===== src/rtl/mem_port_arbiter_pkg.sv =====
// Shared defaults and small types for the two-requester memory port arbiter.
// Imported by the interface, the round-robin sub-module and the top level.
package mem_arb_pkg;

    localparam int AW_DEF = 4;
    localparam int DW_DEF = 32;
    localparam int NREQ   = 2;

    // Index of a requester; with two requesters a single bit suffices.
    typedef logic req_idx_t;

    function automatic int nb_of(input int dw);
        return dw / 8;
    endfunction

endpackage


===== src/rtl/mem_port_arbiter_if.sv =====
// Requester-side command/response bundle of the memory port arbiter.
// master = client logic, slave = arbiter.
interface mem_port_arbiter_if
    import mem_arb_pkg::*;
#(
    parameter int AW = AW_DEF,
    parameter int DW = DW_DEF
);
    localparam int NB = nb_of(DW);

    logic [NREQ-1:0]    req_valid;
    logic [NREQ-1:0]    req_we;
    logic [NREQ*AW-1:0] req_addr;
    logic [NREQ*NB-1:0] req_be;
    logic [NREQ*DW-1:0] req_wdata;
    logic [NREQ-1:0]    req_ready;
    logic [NREQ-1:0]    rsp_valid;
    logic [DW-1:0]      rsp_data;

    modport master (
        output req_valid, req_we, req_addr, req_be, req_wdata,
        input  req_ready, rsp_valid, rsp_data
    );

    modport slave (
        input  req_valid, req_we, req_addr, req_be, req_wdata,
        output req_ready, rsp_valid, rsp_data
    );

endinterface


===== src/rtl/mem_port_arbiter_rr_arb2.sv =====
// Two-way round-robin arbiter: priority starts at ptr_reg, and after a grant
// the pointer moves to the requester that did not win.
module rr_arb2
    import mem_arb_pkg::*;
(
    input  logic       clk,
    input  logic       reset,
    input  logic [1:0] req,
    output logic [1:0] gnt
);

    req_idx_t ptr_reg;
    req_idx_t ptr_next;

    always_ff @(posedge clk or posedge reset) begin
        if (reset) begin
            ptr_reg <= 1'b0;
        end else begin
            ptr_reg <= ptr_next;
        end
    end

    always_comb begin
        ptr_next = ptr_reg;
        if (|gnt) begin
            ptr_next = ~gnt[1];
        end
    end

    always_comb begin
        gnt = 2'b00;
        if (ptr_reg == 1'b0) begin
            gnt[0] = req[0];
            gnt[1] = req[1] & ~req[0];
        end else begin
            gnt[1] = req[1];
            gnt[0] = req[0] & ~req[1];
        end
    end

endmodule


===== src/rtl/mem_port_arbiter.sv =====
// Shares one byte-enabled write port and one registered read port between two
// requesters; same-cycle same-address read/write is resolved write-first.
module mem_port_arbiter
    import mem_arb_pkg::*;
#(
    parameter  int AW = AW_DEF,
    parameter  int DW = DW_DEF,
    localparam int NB = nb_of(DW)
) (
    input  logic                 clk,
    input  logic                 reset,
    mem_port_arbiter_if.slave    bus,
    output logic [AW-1:0]        mem_rd_addr,
    input  logic [DW-1:0]        mem_rd_data,
    output logic [AW-1:0]        mem_wr_addr,
    output logic [NB-1:0]        mem_wr_en,
    output logic [DW-1:0]        mem_wr_data
);

    logic [NREQ-1:0] rd_cand;
    logic [NREQ-1:0] wr_cand;
    logic [NREQ-1:0] rd_gnt;
    logic [NREQ-1:0] wr_gnt;
    req_idx_t        rd_idx;
    req_idx_t        wr_idx;
    logic            collide;

    logic [AW-1:0] addr_arr  [NREQ];
    logic [NB-1:0] be_arr    [NREQ];
    logic [DW-1:0] wdata_arr [NREQ];

    logic [NREQ-1:0] rsp_valid_reg;
    logic            byp_hit_reg;
    logic [NB-1:0]   byp_be_reg;
    logic [DW-1:0]   byp_data_reg;
    logic [DW-1:0]   merged_data;

    genvar gi;
    generate
        for (gi = 0; gi < NREQ; gi++) begin : g_req
            assign addr_arr[gi]  = bus.req_addr[gi*AW +: AW];
            assign be_arr[gi]    = bus.req_be[gi*NB +: NB];
            assign wdata_arr[gi] = bus.req_wdata[gi*DW +: DW];
        end
    endgenerate

    assign rd_cand = bus.req_valid & ~bus.req_we;
    assign wr_cand = bus.req_valid &  bus.req_we;

    rr_arb2 u_rd_arb (
        .clk   (clk),
        .reset (reset),
        .req   (rd_cand),
        .gnt   (rd_gnt)
    );

    rr_arb2 u_wr_arb (
        .clk   (clk),
        .reset (reset),
        .req   (wr_cand),
        .gnt   (wr_gnt)
    );

    // Grants are one-hot, so bit 1 alone names the winner.
    assign rd_idx        = rd_gnt[1];
    assign wr_idx        = wr_gnt[1];
    assign bus.req_ready = rd_gnt | wr_gnt;

    assign mem_rd_addr = addr_arr[rd_idx];
    assign mem_wr_addr = addr_arr[wr_idx];
    assign mem_wr_data = wdata_arr[wr_idx];
    assign mem_wr_en   = (|wr_gnt) ? be_arr[wr_idx] : '0;

    assign collide = (|rd_gnt) && (|wr_gnt) && (addr_arr[rd_idx] == addr_arr[wr_idx]);

    always_ff @(posedge clk or posedge reset) begin
        if (reset) begin
            rsp_valid_reg <= '0;
            byp_hit_reg   <= 1'b0;
            byp_be_reg    <= '0;
            byp_data_reg  <= '0;
        end else begin
            rsp_valid_reg <= rd_gnt;
            byp_hit_reg   <= collide;
            byp_be_reg    <= mem_wr_en;
            byp_data_reg  <= mem_wr_data;
        end
    end

    // The memory returns pre-write data on a same-cycle collision, so the
    // written lanes are patched in from the bypass registers.
    generate
        for (gi = 0; gi < NB; gi++) begin : g_lane
            assign merged_data[gi*8 +: 8] = (byp_hit_reg && byp_be_reg[gi])
                                          ? byp_data_reg[gi*8 +: 8]
                                          : mem_rd_data[gi*8 +: 8];
        end
    endgenerate

    assign bus.rsp_valid = rsp_valid_reg;
    assign bus.rsp_data  = (|rsp_valid_reg) ? merged_data : '0;

endmodule


===== src/flat_wrapper.sv =====
// flat-port wrapper written by rule: the top's interface ports become plain ports
module mem_port_arbiter_flat import mem_arb_pkg::*;
#(
    parameter  int AW = AW_DEF,
    parameter  int DW = DW_DEF,
    localparam int NB = nb_of(DW)
)
  (clk, reset, mem_rd_addr, mem_rd_data, mem_wr_addr, mem_wr_en, mem_wr_data, bus_req_valid, bus_req_we, bus_req_addr, bus_req_be, bus_req_wdata, bus_req_ready, bus_rsp_valid, bus_rsp_data);
  mem_port_arbiter_if #(.AW(AW), .DW(DW)) bus_i ();
  input  logic clk;
  input  logic reset;
  output logic [AW-1:0] mem_rd_addr;
  input  logic [DW-1:0] mem_rd_data;
  output logic [AW-1:0] mem_wr_addr;
  output logic [NB-1:0] mem_wr_en;
  output logic [DW-1:0] mem_wr_data;
  input wire logic [$bits(bus_i.req_valid)-1:0] bus_req_valid;
  input wire logic [$bits(bus_i.req_we)-1:0] bus_req_we;
  input wire logic [$bits(bus_i.req_addr)-1:0] bus_req_addr;
  input wire logic [$bits(bus_i.req_be)-1:0] bus_req_be;
  input wire logic [$bits(bus_i.req_wdata)-1:0] bus_req_wdata;
  output wire logic [$bits(bus_i.req_ready)-1:0] bus_req_ready;
  output wire logic [$bits(bus_i.rsp_valid)-1:0] bus_rsp_valid;
  output wire logic [$bits(bus_i.rsp_data)-1:0] bus_rsp_data;
  assign bus_i.req_valid = bus_req_valid;
  assign bus_i.req_we = bus_req_we;
  assign bus_i.req_addr = bus_req_addr;
  assign bus_i.req_be = bus_req_be;
  assign bus_i.req_wdata = bus_req_wdata;
  assign bus_req_ready = bus_i.req_ready;
  assign bus_rsp_valid = bus_i.rsp_valid;
  assign bus_rsp_data = bus_i.rsp_data;
  mem_port_arbiter #(.AW(AW), .DW(DW)) u_core (.clk(clk), .reset(reset), .bus(bus_i), .mem_rd_addr(mem_rd_addr), .mem_rd_data(mem_rd_data), .mem_wr_addr(mem_wr_addr), .mem_wr_en(mem_wr_en), .mem_wr_data(mem_wr_data));
endmodule

===== config.mk =====
export PLATFORM = sky130hd
export DESIGN_NAME = mem_port_arbiter_flat
export DESIGN_NICKNAME = d
export VERILOG_FILES = /design/src/rtl/mem_port_arbiter_pkg.sv /design/src/rtl/mem_port_arbiter_if.sv /design/src/rtl/mem_port_arbiter_rr_arb2.sv /design/src/rtl/mem_port_arbiter.sv /design/src/flat_wrapper.sv
export SDC_FILE = /design/constraint.sdc
export NUM_CORES = 1
export LEC_CHECK = 0
export CORE_ASPECT_RATIO = 1.4
export CORE_UTILIZATION = 30
export CTS_CLUSTER_DIAMETER = 30
export DETAILED_ROUTE_END_ITERATION = 10
export PLACE_DENSITY = 0.76
export SYNTH_ARGS = -nofsm -noshare
export SYNTH_HDL_FRONTEND = slang
export SYNTH_HIERARCHICAL = 1
export SYNTH_SLANG_ARGS = --single-unit

===== constraint.sdc =====
create_clock -name clk -period 3.6 [get_ports clk]
set_input_delay 0.54 -clock clk [delete_from_list [all_inputs] [get_ports clk]]
set_output_delay 0.54 -clock clk [all_outputs]
set_load 0.01 [all_outputs]

# Yosys cells after proc, flatten, opt, wreduce, memory -nomap -nowiden

Index checks and enable logic that the tools add are counted.

Word-level logic and storage cells: 54
Output and inout bits: 80
Register bits after elaboration: 41

Reduce and logical (&&, ||, !) cells: 9
$lt $le $gt $ge: 2
Equality and inequality tests: 1
Multiplexer cells: 20
Bitwise gates (word level): 16

Operators by type and width:

| cell               | number |
|---|---|
| $mux 32            | 4 |
| $mux 4             | 10 |
| $mux 8             | 4 |
| $logic_and 1x1->1  | 6 |
| $not 1->1          | 6 |
| $reduce_or 2->1    | 3 |
| $and 1x1->1        | 4 |
| $and 2x2->2        | 2 |
| $eq 4x4->1         | 1 |
| $ge 2x2->1 const B | 2 |
| $mux 2             | 2 |
| $not 1->2          | 2 |
| $not 2->2          | 1 |
| $or 2x2->2         | 1 |

# Logic depth before layout (Yosys ltp)

Word-level depth: 11
Mapped depth: 6

# Hierarchy

The synthesis kept the hierarchy.

By module, submodules not included:

| module           | area an instance (um^2) | seq. area each (um^2) | instances | cells an instance |
|---|---|---|---|---|
| mem_port_arbiter | 2317.2                  | 975.9                 | 1         | 221 |
| rr_arb2          | 56.3                    | 25.0                  | 2         | 7 |

# Worst setup path after synthesis

Ideal clock, no wire load.

Path kind: input to output
Start point: input bus_req_valid[0]
End point: output mem_wr_data[10]
Path slack: 1.563 ns
Arrival: 1.497 ns
Stages: 5
Buffers on the path: 2
Cell sequence: and2_1 > a21boi_1 > buf_6 > buf_12 > mux2_4

Longest elaborated chain between the ends: 8

RTL lines:

| what                                        | RTL line                       | RTL |
|---|---|---|
| from (decl)                                 | flat_wrapper.sv:17             | `input wire logic [$bits(bus_i.req_valid)-1:0] bus_req_valid;` |
| $and 2x2->2                                 | mem_port_arbiter.sv:48         | `assign wr_cand = bus.req_valid & bus.req_we;` |
| $not 1->1                                   | mem_port_arbiter_rr_arb2.sv:34 | `gnt[1] = req[1] & ~req[0];` |
| $and 1x1->1                                 | mem_port_arbiter_rr_arb2.sv:34 |  |
| $mux 2                                      | mem_port_arbiter_rr_arb2.sv:32 | `if (ptr_reg == 1'b0) begin` |
| named net u_core.wr_gnt[1]                  | mem_port_arbiter.sv:23         | `logic [NREQ-1:0] wr_gnt;` |
| $not 1->2 (not written as such)             | mem_port_arbiter.sv:71         | `assign mem_wr_data = wdata_arr[wr_idx];` |
| $mux 32 (not written as such) (3 in series) | mem_port_arbiter.sv:71         |  |
| to (decl)                                   | flat_wrapper.sv:16             | `output logic [DW-1:0] mem_wr_data;` |

The timed path passes the listed nets, and every way through them passes these cells. The select of a mux whose other input is x is not followed.

# Worst setup path in the final report

Start point: input bus_req_we[0]
End point: output mem_wr_en[3]

RTL lines:

| what                        | RTL line                       | RTL |
|---|---|---|
| from (decl)                 | flat_wrapper.sv:18             | `input wire logic [$bits(bus_i.req_we)-1:0] bus_req_we;` |
| $and 2x2->2 *               | mem_port_arbiter.sv:48         |  |
| named net u_core.wr_cand[0] | mem_port_arbiter.sv:21         | `logic [NREQ-1:0] wr_cand;` |
| $and 1x1->1                 | mem_port_arbiter_rr_arb2.sv:37 | `gnt[0] = req[0] & ~req[1];` |
| $mux 2 *                    | mem_port_arbiter_rr_arb2.sv:32 |  |
| named net u_core.wr_gnt[0]  | mem_port_arbiter.sv:23         |  |
| $reduce_or 2->1 *           | mem_port_arbiter.sv:72         | `assign mem_wr_en = (\|wr_gnt) ? be_arr[wr_idx] : '0;` |
| $mux 4 *                    | mem_port_arbiter.sv:72         |  |
| to (decl)                   | flat_wrapper.sv:15             | `output logic [NB-1:0] mem_wr_en;` |

Mark *: on every way through the listed nets, which the timed path passes. The rest lies on a longest branch. The select of a mux whose other input is x is not followed.

==> summary.md <==
| Metric | Value |
|---|---|
| Status | `complete, no violations` |
| Area inside the core boundary | `0.00780 mm^2` |
| Time the final worst path needs with I/O delays and setup | `3.23 ns` |
| Antenna violations before repair | `0` |
| Signal arrival time at the worst endpoint | `2.69 ns` |
| Fill cell instance count of the final layout | `684` |
| Sequential Area | `0.00103 mm^2` |
| Drt via density | `4.74` |
| Mean cell area of the mapped netlist | `10.3 um^2` |
| Comb pwr share | `37.4%` |
| Slew at the pin closest to its max-slew limit | `0.838 ns` |
| Vertical die dimension | `108 um` |
| Post-place setup slack | `0.391 ns` |
| Switching part of the total | `27.8%` |
| Final-stage net count | `546` |
| Detail Placement HPWL | `6340 um` |
| Clock tree root driver cell | `clkbuf_8` |
| Core Rows | `38` |
| Final setup violation count | `0` |
| Number of post-CTS setup repair buffers | `0` |
| Worst-case headroom to the max-slew limit | `44.1%` |
| Clock group share of total power | `22.5%` |
| Final period util | `89.8%` |
| Clock net sink count | `41` |
| Number of cells produced by synthesis | `235` |
| First-iteration detailed-routing DRC count | `75` |
| Vias in the first global route | `2572` |
| Die outline width | `78.1 um` |
| Register share of total power | `40.1%` |
| Buffers added on ports | `197` |
| Effective utilization at floorplan | `31.2%` |
| First-pass GRT wire length | `12300 um` |
| Syn nets | `353` |
| Type of the worst setup path | `input port to output pin` |
| Distinct cells, synth | `24` |
| Layout Skew | `0.00791 ns` |
| Max reg flops | `32` |
| Internal power summed over all cells | `945 uW` |
| Cell Pwr Density | `288 mW/mm^2` |
| Total instance count after detailed placement | `521` |
| Leakage power | `0.00189 uW` |
| Count of maximum capacitance violations | `0` |
| Detail Route Antenna Nets | `0` |
| Switching power of the nets | `363 uW` |
| First-pass DRT Iterations | `4` |
| Layout cell share with drive strength beyond 1 | `13.5%` |
| Kind of launch point of the worst setup path | `input port` |
| Clock tree from TritonCTS | `yes` |
| Final number of hold-violating endpoints | `0` |
| Cts-stage hold buffer count | `0` |
| Synth warn | `6` |
| Via Count | `2509` |
| Latest clock arrival within the worst-skew pair | `0.29 ns` |
| FF-to-FF path depth | `4` |
| Largest net degree at the start of global routing | `40` |
| Area grow syn2layout | `87.2%` |
| Critical path peak fanout | `4` |
| Clock Path Buffers | `2` |
| Final non-filler cell total | `529` |
| Inserted Diodes | `0` |
| Crit end category | `output pin` |
| Max rail drop VDD | `0.000198 V` |
| CTS HTree Levels | `2` |
| Final Max Slew Viols | `0` |
| CTS buffer count | `5` |
| Sequential area share after synthesis | `42.2%` |
| Remaining global-route overflow | `0` |
| Count of state elements after synthesis | `41` |
| Setup repair after global routing missed its margin | `no` |
| Routed wire length per instance | `15.0 um` |
| Total global routing track utilization | `18.5%` |
| Gates resized, CTS repair | `0` |
| Routability congestion estimate from global placement | `0.753` |
| Syn Std Cell Area | `0.00243 mm^2` |
| Overall die area | `0.00847 mm^2` |
| Hold crit path type | `input port to asynchronous set/reset pin` |
| Required time at the endpoint of the critical path | `3.06 ns` |
| Ports | `198` |
| Post-layout worst setup margin | `0.366 ns` |
| Setup tns final | `0 ns` |
| Total wire length | `7950 um` |
| FMAX | `0.309 GHz` |
| Total DRC errors in the routed layout | `0` |
| Clock-pin slew of the registers on the worst-case setup and hold paths | `0.08 ns` |
| Multi-input logic area | `0.00125 mm^2` |
-- cell families after synthesis --
logic type	Yosys count	synth area share, %
flip-flops	41	42.2
AND/OR/NAND/NOR	83	15.4
buffers and inverters	22	6.75
XOR/XNOR	4	1.44
AO/OA/AOI/OAI	45	10.5
multiplexers	40	23.6
-- worst max-delay path, cell delays in order --
cell	delay [ns]
clkdlybuf4s50_1	0.48
and2_1	0.21
a21boi_0	0.39
nor2b_1	0.31
a22o_1	0.21
clkdlybuf4s50_1	0.55
-- path summary, 6_finish.rpt --
check / slack (ns) / start / endpoint
min in group clk: 0.50 / u_core/u_wr_arb/ptr_reg / u_core/u_wr_arb/ptr_reg
setup / recovery: 0.37 / bus_req_we[0] / mem_wr_en[3]
hold / removal: 0.45 / reset / u_core/u_rd_arb/ptr_reg
setup reg to reg: 2.21 / u_core/u_wr_arb/ptr_reg / u_core/byp_data_reg[31]
max in group asynchronous: 2.27 / reset / u_core/byp_data_reg[20]
hold reg to reg: 0.50 / u_core/u_wr_arb/ptr_reg / u_core/u_wr_arb/ptr_reg
-- final cells by class --
cell class	count	share of cell area, %
well taps	100	2.75
repair buffers	203	44.9
clock buffers	6	1.60
inverters	5	0.413
flip-flops and latches	41	22.6
multi-input cells	172	27.6
clock inverters	2	0.220
-- metal layers --
layer  vias to the layer above  GRT usage (%)  share of wire (%)
li1                       1197              -                  -
met1                      1190           19.5                 36
met2                       110           35.4                 56
met3                        12           4.14                6.1
met4                         0           6.61                2.0
met5                         -              0                  0
-- cells in the final DEF, fill, tap and decap left out, types with 2 or more instances in the layout --
cell / netlist / final
a21boi_0: 2 / 2
a21oi_1: 34 / 34
a22o_1: 3 / 3
a41oi_1: 2 / 2
and2_1: 2 / 2
buf_12: 3 / 2
buf_4: 1 / 4
clkbuf_8: 0 / 5
clkdlybuf4s50_1: 0 / 197
clkinv_2: 0 / 2
dfrtp_1: 41 / 41
inv_1: 5 / 4
mux2_2: 7 / 7
mux2_4: 33 / 33
nand2_1: 38 / 38
nand2b_1: 2 / 2
nand3_1: 32 / 32
nor2_1: 3 / 2
nor2b_1: 3 / 3
or2_2: 2 / 2
xnor2_1: 4 / 4
-- per-stage QoR --
stage               hold WS (ns)  power, uW  cell area (um^2)  util (%)
floorplan                  0.269        730              2430         -
global placement           0.475       1020              4470      57.3
detailed placement         0.484       1020              4470      57.3
CTS                        0.450       1320              4550      58.3
global route               0.461       1370              4550      58.3
finish                     0.455       1310              4550      58.3
-- power by group through the flow --
stage	Clock [uW]	Combinational, uW	Sequential (uW)
3_5_place_dp	0	491	533
4_1_cts	306	494	524
3_3_place_gp	0	484	532
5_1_grt	321	523	529
2_1_floorplan	0	213	517
6_report	295	489	524
-- cell usage after synthesis --
master | count | area [um^2]
nand2_1 | 38 | 143
inv_1 | 5 | 18.8
nand3_1 | 32 | 160
a22o_1 | 3 | 26.3
a21boi_1 | 2 | 15.0
buf_4 | 1 | 7.51
mux2_4 | 33 | 495
o22ai_1 | 1 | 6.26
buf_2 | 11 | 55.1
nor2b_1 | 3 | 18.8
nor2_1 | 3 | 11.3
or2_2 | 2 | 12.5
nor3_1 | 1 | 5.00
a41oi_1 | 2 | 17.5
a21boi_0 | 2 | 15.0
a21oi_1 | 34 | 170
dfrtp_1 | 41 | 1030
mux2_2 | 7 | 78.8
nand2b_1 | 2 | 12.5
buf_6 | 2 | 22.5
xnor2_1 | 4 | 35.0
o21ai_0 | 1 | 5.00
and2_1 | 2 | 12.5
buf_12 | 3 | 60.1
Power figures use the tool's default switching activity.
